$ cat src/rtl/mmio_io_pkg.sv
// Shared definitions for the memory-mapped IO block: register offsets,
// CTRL bit positions and the CTRL register layout.
package mmio_io_pkg;

  // Word offsets within the IO window (addr[7:2]); byte offsets are 4x these.
  localparam logic [5:0] OFS_CTRL    = 6'h00;  // byte 0x00
  localparam logic [5:0] OFS_LEDR    = 6'h01;  // byte 0x04
  localparam logic [5:0] OFS_HEX     = 6'h02;  // byte 0x08
  localparam logic [5:0] OFS_SW      = 6'h03;  // byte 0x0C
  localparam logic [5:0] OFS_SW_EDGE = 6'h04;  // byte 0x10
  localparam logic [5:0] OFS_TCNT    = 6'h05;  // byte 0x14
  localparam logic [5:0] OFS_TCMP    = 6'h06;  // byte 0x18
  localparam logic [5:0] OFS_STATUS  = 6'h07;  // byte 0x1C

  // CTRL bit positions.
  localparam int CTRL_TMR_EN      = 0;
  localparam int CTRL_IRQ_EN      = 1;
  localparam int CTRL_AUTO_RELOAD = 2;
  localparam int CTRL_SW_IRQ_EN   = 3;
  localparam int CTRL_W           = 4;

  // CTRL register layout; the last field is bit 0.
  typedef struct packed {
    logic sw_irq_en;    // bit 3
    logic auto_reload;  // bit 2
    logic irq_en;       // bit 1
    logic tmr_en;       // bit 0
  } ctrl_t;

  // Extract the CTRL fields from a store word.
  function automatic ctrl_t to_ctrl(input logic [31:0] d);
    return ctrl_t'(d[CTRL_W-1:0]);
  endfunction

endpackage

$ cat src/rtl/io_timer.sv
// Prescaled timer: prescaler, TCNT counter, TCMP compare register and the
// sticky match flag. Software writes to TCNT take priority over a tick.
module io_timer
  import mmio_io_pkg::*;
#(
  parameter int TIMER_W  = 32,
  parameter int PRESCALE = 1
) (
  input  logic               clk,
  input  logic               reset,
  input  logic               tcnt_we,
  input  logic               tcmp_we,
  input  logic               status_we,
  input  logic [TIMER_W-1:0] writedata,
  input  logic               status_clr,
  input  logic               tmr_en,
  input  logic               auto_reload,
  output logic [TIMER_W-1:0] tcnt,
  output logic [TIMER_W-1:0] tcmp,
  output logic               match
);

  localparam int PS_W = (PRESCALE > 1) ? $clog2(PRESCALE) : 1;
  localparam logic [PS_W-1:0] PS_LAST = PS_W'(PRESCALE - 1);

  logic [PS_W-1:0] presc;
  logic            tick;
  logic            hit;

  // A tick is the last count of the prescaler period while enabled.
  assign tick = tmr_en && (presc == PS_LAST);
  // Compare always looks at the pre-write counter value.
  assign hit  = (tcnt == tcmp);

  // Prescaler: counts 0..PRESCALE-1 while enabled, holds otherwise.
  always_ff @(posedge clk) begin
    if (reset) begin
      presc <= '0;
    end else if (tmr_en) begin
      presc <= (presc == PS_LAST) ? '0 : presc + PS_W'(1);
    end
  end

  // Counter: a software write wins over the tick update in the same cycle.
  always_ff @(posedge clk) begin
    if (reset) begin
      tcnt <= '0;
    end else if (tcnt_we) begin
      tcnt <= writedata;
    end else if (tick) begin
      tcnt <= (hit && auto_reload) ? '0 : tcnt + TIMER_W'(1);
    end
  end

  // Compare register resets to all-ones so an idle timer never matches early.
  always_ff @(posedge clk) begin
    if (reset) begin
      tcmp <= '1;
    end else if (tcmp_we) begin
      tcmp <= writedata;
    end
  end

  // Match flag is write-1-to-clear; a new match in the same cycle wins.
  always_ff @(posedge clk) begin
    if (reset) begin
      match <= 1'b0;
    end else begin
      match <= (match & ~(status_we & status_clr)) | (tick & hit);
    end
  end

endmodule

$ cat src/rtl/mmio_io_ctrl.sv
// IO window peripheral on the core data bus: address decode, LED/HEX output
// registers, synchronised switches with sticky rising-edge flags, a timer
// with compare, and a registered level interrupt.
module mmio_io_ctrl
  import mmio_io_pkg::*;
#(
  parameter int IO_BASE_BIT = 8,
  parameter int LED_W       = 10,
  parameter int HEX_W       = 24,
  parameter int SW_W        = 10,
  parameter int TIMER_W     = 32,
  parameter int PRESCALE    = 1
) (
  input  logic             clk,
  input  logic             reset,
  input  logic [31:0]      addr,
  input  logic [31:0]      writedata,
  input  logic             memwrite,
  input  logic [SW_W-1:0]  sw,
  output logic             is_io,
  output logic [31:0]      rdata,
  output logic [LED_W-1:0] ledr,
  output logic [HEX_W-1:0] hex_digits,
  output logic             irq
);

  logic [5:0]         offset;
  logic               wr_en;
  logic               ctrl_we;
  logic               ledr_we;
  logic               hex_we;
  logic               edge_we;
  logic               tcnt_we;
  logic               tcmp_we;
  logic               status_we;

  ctrl_t              ctrl;

  logic [SW_W-1:0]    sw_meta;
  logic [SW_W-1:0]    sw_sync;
  logic [SW_W-1:0]    sw_prev;
  logic [SW_W-1:0]    sw_rise;
  logic [SW_W-1:0]    sw_edge;
  logic [SW_W-1:0]    edge_clr;

  logic [TIMER_W-1:0] tcnt;
  logic [TIMER_W-1:0] tcmp;
  logic               match;

  // Address bits outside the decoded fields are intentionally ignored.
  logic               unused_addr;
  assign unused_addr = ^{addr[31:IO_BASE_BIT+1], addr[1:0]};

  // Decode: IO window is a single address bit, registers are word-indexed.
  assign is_io     = addr[IO_BASE_BIT];
  assign offset    = addr[7:2];
  assign wr_en     = memwrite & is_io;
  assign ctrl_we   = wr_en && (offset == OFS_CTRL);
  assign ledr_we   = wr_en && (offset == OFS_LEDR);
  assign hex_we    = wr_en && (offset == OFS_HEX);
  assign edge_we   = wr_en && (offset == OFS_SW_EDGE);
  assign tcnt_we   = wr_en && (offset == OFS_TCNT);
  assign tcmp_we   = wr_en && (offset == OFS_TCMP);
  assign status_we = wr_en && (offset == OFS_STATUS);

  // Plain read/write registers: CTRL, LEDR, HEX.
  always_ff @(posedge clk) begin
    if (reset) begin
      ctrl       <= '0;
      ledr       <= '0;
      hex_digits <= '0;
    end else begin
      if (ctrl_we) ctrl       <= to_ctrl(writedata);
      if (ledr_we) ledr       <= writedata[LED_W-1:0];
      if (hex_we)  hex_digits <= writedata[HEX_W-1:0];
    end
  end

  // Two-flop synchroniser plus a previous-value flop for edge detection.
  always_ff @(posedge clk) begin
    if (reset) begin
      sw_meta <= '0;
      sw_sync <= '0;
      sw_prev <= '0;
    end else begin
      sw_meta <= sw;
      sw_sync <= sw_meta;
      sw_prev <= sw_sync;
    end
  end

  assign sw_rise  = sw_sync & ~sw_prev;
  assign edge_clr = edge_we ? writedata[SW_W-1:0] : '0;

  // Sticky rising-edge flags, write-1-to-clear; a new edge beats a clear.
  always_ff @(posedge clk) begin
    if (reset) begin
      sw_edge <= '0;
    end else begin
      sw_edge <= (sw_edge & ~edge_clr) | sw_rise;
    end
  end

  // Registered level interrupt from the timer match and the switch edges.
  always_ff @(posedge clk) begin
    if (reset) begin
      irq <= 1'b0;
    end else begin
      irq <= (ctrl.irq_en & match) | (ctrl.sw_irq_en & (|sw_edge));
    end
  end

  io_timer #(
    .TIMER_W  (TIMER_W),
    .PRESCALE (PRESCALE)
  ) u_timer (
    .clk         (clk),
    .reset       (reset),
    .tcnt_we     (tcnt_we),
    .tcmp_we     (tcmp_we),
    .status_we   (status_we),
    .writedata   (writedata[TIMER_W-1:0]),
    .status_clr  (writedata[0]),
    .tmr_en      (ctrl.tmr_en),
    .auto_reload (ctrl.auto_reload),
    .tcnt        (tcnt),
    .tcmp        (tcmp),
    .match       (match)
  );

  // Combinational read mux; unmapped offsets and non-IO addresses read 0.
  always_comb begin
    rdata = '0;
    if (is_io) begin
      case (offset)
        OFS_CTRL:    rdata = 32'(ctrl);
        OFS_LEDR:    rdata = 32'(ledr);
        OFS_HEX:     rdata = 32'(hex_digits);
        OFS_SW:      rdata = 32'(sw_sync);
        OFS_SW_EDGE: rdata = 32'(sw_edge);
        OFS_TCNT:    rdata = 32'(tcnt);
        OFS_TCMP:    rdata = 32'(tcmp);
        OFS_STATUS:  rdata = 32'(match);
        default:     rdata = '0;
      endcase
    end
  end

endmodule

$ cat config.mk
export PLATFORM = sky130hd
export DESIGN_NAME = mmio_io_ctrl
export DESIGN_NICKNAME = d
export VERILOG_FILES = /design/src/rtl/mmio_io_pkg.sv /design/src/rtl/io_timer.sv /design/src/rtl/mmio_io_ctrl.sv
export SDC_FILE = /design/constraint.sdc
export NUM_CORES = 1
export LEC_CHECK = 0
export CAP_MARGIN = 20
export CORE_MARGIN = 4
export CORE_UTILIZATION = 45
export CTS_BUF_LIST = sky130_fd_sc_hd__clkbuf_8
export CTS_CLUSTER_SIZE = 10
export DETAILED_ROUTE_END_ITERATION = 6
export PLACE_DENSITY_LB_ADDON = 0.2
export SLEW_MARGIN = 10
export SYNTH_ARGS = -nofsm -noshare
export SYNTH_HDL_FRONTEND = slang
export SYNTH_SLANG_ARGS = --single-unit
$ cat constraint.sdc
create_clock -name clk -period 2.1 [get_ports clk]
set_input_delay 0.42 -clock clk [delete_from_list [all_inputs] [get_ports clk]]
set_output_delay 0.42 -clock clk [all_outputs]
set_load 0.02 [all_outputs]
==> flow_summary.toml, run 1 <==
[status]
status = "finished with violations"
violations = "setup timing"

[floorplanning]
die-area_um2 = 17240
die_h_um = 131.3
row_count = 44
die_w_um = 131.3
fp.coreArea_um2 = 14700
floorplan.initialDensity_pct = 46.55
io_pins = 145

[setup_path]
crit_arrival_ns = 2.02
cp-start-kind = "input pin"
cpMaxStageDelayCell = "or4b_4"
critPathRequiredTime_ns = 1.68
crit_chain = "buf_6 > or4b_4 > nor3_4 > buf_6 > buf_12 > a22oi_2 > a31oi_2 > buf_4"
crit_top_cell = "buf_6"
crit_type = "input pin to output port"
worst-path-buf-inv = 4
max_stage_delay_ns = 0.60
crit_path_end_kind = "output port"
critPathTopFamily = "simple AND/OR/NAND/NOR gates"
critPathMaxFanout = 5

[synth]
synth-edff-count = 0
yosysSeqAreaShare_pct = 42.13
synthArstFlopShare_pct = 0
syn_avg_cell_area_um2 = 8.564
yosys_warnings = 0
yosys-top-cells-count = "dfxtp_1, nand2_1, nor2b_1, a21oi_1, nor2_1"
yosysMostFrequentCell = "dfxtp_1"
synth_ff_type = "dfxtp_1"
yosysUniqueCellTypes = 52
yosys.area.top_type = "dfxtp_1"
synth_area_um2 = 6843
ys_top_cells_by_area = "dfxtp_1, nor2b_1, nand2_1"
syn-instance-count = 799
syn-num-nets = 877
netlist.area_leader.share_pct = 42.13
postSynthRegisterBits = 144

[sta]
period_needed_ns = 2.441
rsz0062_at_grt = "true"
fin_ws_ns = -0.3409
period_share_pct = 116.2
slew_headroom_pct = 62.96
finalSetupViolations = 32
finalClockSkew_ns = 0.01309
setup_tns_ns = -7.132
max_freq_ghz = 0.4097
worst_pin_slew_ns = 0.5523
slew_viol_final = 0
finalHoldViolCount = 0

[layout]
area_growth_pct = 40.32
drive_above_1_share_pct = 25.13
nets = 1044
instances_no_fill = 1163
diodes = 0
final_cell_area_um2 = 9602

[global_routing]
grtUsageTotal_pct = 25.89
busiest_layer = "met2"
grt_overflow = 0
gr-usage-met3_pct = 5.772
grt_pass1_wl_mm = 36.64
grtUsageMet2_pct = 42.45
grt_max_degree = 61
antenna_found_initial = 0
grtUsageMet1_pct = 34.33
grt_pass1_vias = 6921

[route]
vias = 6802
wl_mm = 22.27
drc_errors = 0
ant_nets = 0
viasPerCell = 5.849
drt_pass1_iterations = 6
drtIter0Drc = 619
avgRoutedWirePerCell_um = 19.15

[clocking]
root_buffer = "clkbuf_8"
clk_pin_slew_worst_paths_ns = 0.08
postCtsHoldBufs = 0
clk_path_buf_depth = 2
clock-sinks = 144
numCtsBuffers = 17
cts_tree = "yes"
clkLatencyLatePin_ns = 0.47
ctsHtreeMaxLevel = 4

[run]
max-cap-violations = 0

[min_path]
hp-class = "input pin to flip-flop"

[place]
dpl_cell_area_um2 = 8974
placed_cells = 1122
gp_congestion = 0.9446
dpl.hpwl_mm = 15.77
portBuffers = 119

[power]
leakage_nw = 3.310
vdd_drop_max_v = 0.0004273
cellPowerDensity_nw_per_um2 = 562.7
## layout make-up
class                      count  area [um^2]
timing repair buffer         205         2013
fill                        1188         5097
inverter                       4        15.01
tap                          184        230.2
clock inverter                15        157.7
clock buffer                  17        234.0
multi-input combinational    594         4066
sequential                   144         2885
## cell families (layout without fill, tap and decap cells)
| family | Yosys count | in the layout | share of synthesized area (%) |
|---|---|---|---|
| AOI/OAI and AO/OA | 202 | 202 | 20.75 |
| and+or+nand+nor | 325 | 325 | 24.15 |
| buffers and inverters | 61 | 241 | 4.150 |
| adders and majority gates | 1 | 1 | 0.1828 |
| xor gates and xnor gates | 58 | 58 | 7.424 |
| muxes | 8 | 8 | 1.207 |
| DFF | 144 | 144 | 42.13 |
## cells in the final DEF, fill, tap and decap left out, types with 20 or more instances in the layout
| cell | synthesis | routed |
|---|---|---|
| dfxtp_1 | 144 | 142 |
| nand2_1 | 115 | 114 |
| clkdlybuf4s50_1 | 0 | 80 |
| buf_4 | 7 | 75 |
| nor2b_1 | 73 | 73 |
| a21oi_1 | 64 | 63 |
| xnor2_1 | 43 | 39 |
| buf_6 | 2 | 33 |
| a211o_1 | 32 | 32 |
| nor2_1 | 52 | 25 |
| nand4_1 | 22 | 22 |
| nor2_2 | 0 | 20 |
## sequential cells by signal, indices dropped and copies added, names as in the netlist, 4 cells and up
register	count
hex_digits	24
sw_meta	10
ledr	10
sw_prev	10
sw_edge	10
ctrl	4
u_timer.tcnt	32
sw_sync	10
u_timer.tcmp	32
## per-stage QoR
stage	utilization (%)	setup WS (ns)	hold slack (ns)	power, W
finish	65.32	-0.3409	0.3798	0.005403
floorplan	-	-0.08027	0.4138	0.003028
CTS	64.96	-0.3856	0.3693	0.005419
detailed placement	61.05	-1.142	0.4231	0.003239
global route	65.32	-0.3722	0.4007	0.005583
global placement	61.05	-1.086	0.4200	0.003230
## worst reg2reg max path: cells and delay by family, from the launching register on
kind            cells  cell delay (ns)
compound gates      1             0.27
flops               1             0.45
simple gates        4             0.90
mux                 1             0.29
## timing repair
item | in CTS | in global routing
pin swaps | 14 | 17
resized for setup | 219 | 26
endpoints found under the setup margin | 94 | 52
setup buffers | 8 | 2
cloned | 2 | 0
## report_power, final
group | internal, W | switching, W | total (W)
logic | 0.000190 | 0.000202 | 0.000392
registers | 0.00277 | 0.0000315 | 0.00280
clock network | 0.00107 | 0.00114 | 0.00221
total | 0.00403 | 0.00137 | 0.00540
## final timing paths
kind	startpoint	endpoint	slack, ns	depth (start not counted)
setup / recovery	addr[7]	rdata[4]	-0.34	8
hold / removal	reset	sw_edge[5]	0.38	2
setup reg to reg	u_timer.tcnt[4]	u_timer.tcnt[30]	0.06	6
hold reg to reg	sw_meta[6]	sw_sync[6]	0.44	1
## routing by layer
| layer | part of all wire (%) | vias to the layer above | wire, um |
|---|---|---|---|
| met3 | 7.1 | 50 | 1571 |
| met1 | 43 | 3283 | 9526 |
| li1 | - | 3191 | - |
| met5 | 0 | - | 0 |
| met2 | 48 | 278 | 10650 |
| met4 | 2.3 | 0 | 522 |
Power figures use the tool's default switching activity.
==> run 2: changes to the inputs <==
--- a/config.mk
+++ b/config.mk
@@ -9,8 +9,10 @@
 export CORE_MARGIN = 4
 export CORE_UTILIZATION = 45
 export CTS_BUF_LIST = sky130_fd_sc_hd__clkbuf_8
+export CTS_CLUSTER_DIAMETER = 50
 export CTS_CLUSTER_SIZE = 10
 export DETAILED_ROUTE_END_ITERATION = 6
+export GPL_ROUTABILITY_DRIVEN = 0
 export PLACE_DENSITY_LB_ADDON = 0.2
 export SLEW_MARGIN = 10
 export SYNTH_ARGS = -nofsm -noshare
==> flow_summary.toml, run 2 (synthesized netlist as in run 1, its figures left out) <==
[status]
status = "finished with violations"
violations = "setup timing"

[layout]
reg_top3 = "u_timer.tcmp x32, u_timer.tcnt x32, hex_digits x24"
multi_input_comb_area_um2 = 4095
final_common_cell = "dfxtp_1"
nFillCells = 1172
nets = 1050
drive_above_1_share_pct = 26.09
fin_util_pct = 66.20
instances_no_fill = 1169
seq_area_um2 = 2884
area_growth_pct = 42.20
diodes = 0
final_cell_mix = "dfxtp_1, nand2_1, buf_4, clkdlybuf4s50_1, nor2b_1"

[power]
cellPowerDensity_nw_per_um2 = 557.0
vdd_drop_max_v = 0.0004452
power_switching_w = 0.001446
power.internal_w = 0.003974
combPwrFrac_pct = 7.5
totalPowerFinal_w = 0.005420
seqPwrFrac_pct = 51.7
switching_share_pct = 26.68
leakage_nw = 3.385
pwr-share-clk_pct = 40.9

[min_path]
hp-class = "input pin to flip-flop"

[route]
drc_errors = 0
ant_nets = 0
drtIter0Drc = 670
wl_mm = 22.56
viasPerCell = 5.919
drt_pass1_iterations = 6
avgRoutedWirePerCell_um = 19.30
vias = 6919

[floorplanning]
die-area_um2 = 17240
io_pins = 145
row_count = 44
die_h_um = 131.3
die_w_um = 131.3
floorplan.initialDensity_pct = 46.55
fp.coreArea_um2 = 14700

[global_routing]
antenna_found_initial = 0
grt_pass1_wl_mm = 35.30
grt_pass1_vias = 6758
grt_overflow = 0
grtUsageTotal_pct = 25.05
grt_max_degree = 60

[sta]
finalHoldViolCount = 0
period_needed_ns = 2.465
finalSetupViolations = 32
slew_viol_final = 0
period_share_pct = 117.4
finalClockSkew_ns = 0.01111
max_freq_ghz = 0.4057
worst_pin_slew_ns = 0.5976
fin_ws_ns = -0.3652
rsz0062_at_grt = "true"
slew_headroom_pct = 59.91

[clocking]
numCtsBuffers = 17
root_buffer = "clkbuf_8"
clk_path_buf_depth = 2
cts_tree = "yes"
clock-sinks = 144
clk_pin_slew_worst_paths_ns = 0.09
postCtsHoldBufs = 0
ctsHtreeMaxLevel = 4
clkLatencyLatePin_ns = 0.46

[place]
post-place-ws_ns = -1.154
portBuffers = 119
placed_cells = 1122
dpl.hpwl_mm = 15.59

[setup_path]
max_stage_delay_ns = 0.61
critPathTopFamily = "simple AND/OR/NAND/NOR gates"
cpMaxStageDelayCell = "or4b_4"
crit_path_end_kind = "output port"
critPathMaxFanout = 7
critPathRequiredTime_ns = 1.68
crit_arrival_ns = 2.05
crit_chain = "buf_8 > or4b_4 > nor2_4 > buf_12 > buf_12 > a22oi_2 > a31oi_2 > buf_4"
cp-start-kind = "input pin"
worst-path-buf-inv = 4
crit_top_cell = "buf_12"
crit_type = "input pin to output port"

[run]
max-cap-violations = 0
run 2: cell type report:
type / count / area share (%)
clock buffer: 18 / 2.546
clock inverter: 14 / 1.453
inverter: 4 / 0.1543
multi-input combinational: 594 / 42.09
sequential: 144 / 29.64
tap: 184 / 2.366
timing repair buffer: 211 / 21.76
run 2: per-stage QoR:
step	instance area, um^2	hold slack [ns]	setup TNS [ns]
after floorplan	7179	0.4138	-0.9353
after global placement	8974	0.4215	-75.85
after detailed placement	8974	0.4261	-85.62
after CTS	9539	0.3429	-8.590
after global routing	9731	0.3554	-10.64
final	9731	0.3668	-9.368
run 2: timing repair:
action,in CTS,in global routing
pin swaps,13,29
setup buffers,10,2
endpoints found under the setup margin,93,46
endpoints found under the hold margin,0,0
resized for setup,211,27
gates cloned,2,2
run 2: path summary, 6_finish.rpt:
kind                     from          endpoint  slack [ns]  cells past startpoint
max reg2reg  u_timer.tcnt[22]  u_timer.tcnt[30]        0.07                      7
max                   addr[7]          rdata[9]       -0.37                      8
min                     reset        sw_sync[0]        0.37                      2
min reg2reg        sw_meta[8]        sw_sync[8]        0.44                      1
run 2: power by group through the flow:
| stage | clock network (W) | registers [W] | logic, W |
|---|---|---|---|
| 5_1_grt | 0.00234 | 0.00281 | 0.000430 |
| 2_1_floorplan | 0 | 0.00285 | 0.000173 |
| 3_3_place_gp | 0 | 0.00286 | 0.000368 |
| 3_5_place_dp | 0 | 0.00286 | 0.000376 |
| 4_1_cts | 0.00223 | 0.00280 | 0.000392 |
| 6_report | 0.00221 | 0.00280 | 0.000404 |
run 2: per-layer routing:
layer  track usage [%]  up-vias  share of wire [%]
met5                 0        -                  0
met4             8.168        0                2.1
met3             7.225       44                8.0
met2             41.19      292                 48
li1                  -     3207                  -
met1             31.90     3376                 42
==> run 3: changes to the inputs <==
--- a/config.mk
+++ b/config.mk
@@ -7,7 +7,7 @@
 export LEC_CHECK = 0
 export CAP_MARGIN = 20
 export CORE_MARGIN = 4
-export CORE_UTILIZATION = 45
+export CORE_UTILIZATION = 48
 export CTS_BUF_LIST = sky130_fd_sc_hd__clkbuf_8
 export CTS_CLUSTER_DIAMETER = 50
 export CTS_CLUSTER_SIZE = 10
==> flow_summary.toml, run 3 (synthesized netlist as in run 1, its figures left out) <==
[layout]
diodes = 0
area_growth_pct = 45.62
final_common_cell = "dfxtp_1"
final_cell_area_um2 = 9965
nets = 1059
nFillCells = 1026
reg_top3 = "u_timer.tcmp x32, u_timer.tcnt x32, hex_digits x24"
final_cell_mix = "dfxtp_1, nand2_1, buf_4, clkdlybuf4s50_1, nor2b_1"
drive_above_1_share_pct = 26.86
multi_input_comb_area_um2 = 4115
seq_area_um2 = 2885

[sta]
rsz0062_at_grt = "true"
finalClockSkew_ns = 0.01115
setup_tns_ns = -10.95
slew_viol_final = 0
slew_headroom_pct = 66.45
finalHoldViolCount = 0
period_share_pct = 119.2
worst_pin_slew_ns = 0.4968
period_needed_ns = 2.503
max_freq_ghz = 0.3996
finalSetupViolations = 37
fin_ws_ns = -0.4025

[clocking]
clkLatencyLatePin_ns = 0.46
clock-sinks = 144
cts_tree = "yes"
root_buffer = "clkbuf_8"
numCtsBuffers = 17
clk_pin_slew_worst_paths_ns = 0.08
postCtsHoldBufs = 0
clk_path_buf_depth = 2
ctsHtreeMaxLevel = 4

[route]
vias = 7231
viasPerCell = 6.159
drt_pass1_iterations = 7
drc_errors = 0
drtIter0Drc = 831
avgRoutedWirePerCell_um = 20.45
wl_mm = 24.00
ant_nets = 0

[setup_path]
crit_chain = "buf_6 > or4b_4 > buf_6 > nor2_4 > buf_12 > buf_12 > a222oi_1 > a31oi_4 > buf_6"
max_stage_delay_ns = 0.58
critPathMaxFanout = 7
crit_path_end_kind = "output port"
crit_type = "input pin to output port"
crit_top_cell = "buf_6"
cpMaxStageDelayCell = "or4b_4"
critPathRequiredTime_ns = 1.68
cp-start-kind = "input pin"
crit_arrival_ns = 2.08

[power]
cellPowerDensity_nw_per_um2 = 560.0
seqPwrFrac_pct = 50.2
power_switching_w = 0.001359
power.internal_w = 0.004221
combPwrFrac_pct = 7.7
vdd_drop_max_v = 0.0003765
pwr-share-clk_pct = 42.1
switching_share_pct = 24.35
leakage_nw = 3.497

[status]
status = "finished with violations"
violations = "setup timing"

[run]
max-cap-violations = 0

[place]
dpl.hpwl_mm = 15.65
dpl_cell_area_um2 = 9021
portBuffers = 119

[global_routing]
grt_overflow = 0
grtUsageTotal_pct = 28.04
grt_pass1_wl_mm = 36.36
antenna_found_initial = 0
grt_pass1_vias = 6868
grt_max_degree = 85

[floorplanning]
die-area_um2 = 16230
die_w_um = 127.4
die_h_um = 127.4
fp.coreArea_um2 = 13930
row_count = 43
io_pins = 145
floorplan.initialDensity_pct = 49.11

[min_path]
hp-class = "input pin to flip-flop"
-- run 3: stage by stage --
step                      cells  setup WS [ns]  utilization (%)  power, W  hold slack, ns
final                      1174        -0.4025            71.51  0.005580          0.2950
after global routing       1174        -0.4399            71.51  0.005749          0.2861
after CTS                  1166        -0.4320            69.71  0.005559          0.2612
after detailed placement   1120         -1.117            64.74  0.003243          0.4256
after global placement     1120         -1.068            64.74  0.003235          0.4185
after floorplan             799       -0.08027                -  0.003028          0.4138
-- run 3: power by group through the flow --
stage | combinational, W | sequential [W] | clock, W
finish | 0.000429 | 0.00280 | 0.00235
global route | 0.000452 | 0.00281 | 0.00249
CTS | 0.000399 | 0.00280 | 0.00236
detailed placement | 0.000380 | 0.00286 | 0
global placement | 0.000373 | 0.00286 | 0
floorplan | 0.000173 | 0.00285 | 0
-- run 3: worst paths after layout --
check,startpoint,end,slack (ns),cells after the start
setup / recovery,addr[6],rdata[3],-0.40,9
hold / removal,reset,u_timer.tcnt[14],0.30,2
setup reg to reg,u_timer.tcmp[11],u_timer.tcnt[30],-0.02,8
hold reg to reg,sw_meta[7],sw_sync[7],0.44,1
-- run 3: layer usage --
metal  GRT usage [%]  vias up  share of wire [%]
met5               0        -                  0
met2           46.92      428                 47
met1           37.01     3520                 40
met4           8.770        0                3.3
met3           4.849       65                9.2
li1                -     3218                  -
-- run 3: worst max-delay path, delay by kind of cell --
| family | cells | cell delay (ns) |
|---|---|---|
| buf+inv | 5 | 0.63 |
| compound gates | 2 | 0.30 |
| simple gates | 2 | 0.72 |
-- run 3: what timing repair did --
item                       4_1_cts  5_1_grt
gates resized for setup        212       34
buffers inserted                11        6
pin swaps                       15       20
setup endpoints to repair       89       57
gates cloned                     3        3
-- run 3: cell type report --
cell class | count | area share, %
repair buffers | 220 | 23.03
clock inverters | 13 | 1.645
multi-input cells | 594 | 41.30
well taps | 180 | 2.260
inverters | 4 | 0.1883
flip-flops and latches | 144 | 28.96
clock buffers | 19 | 2.624
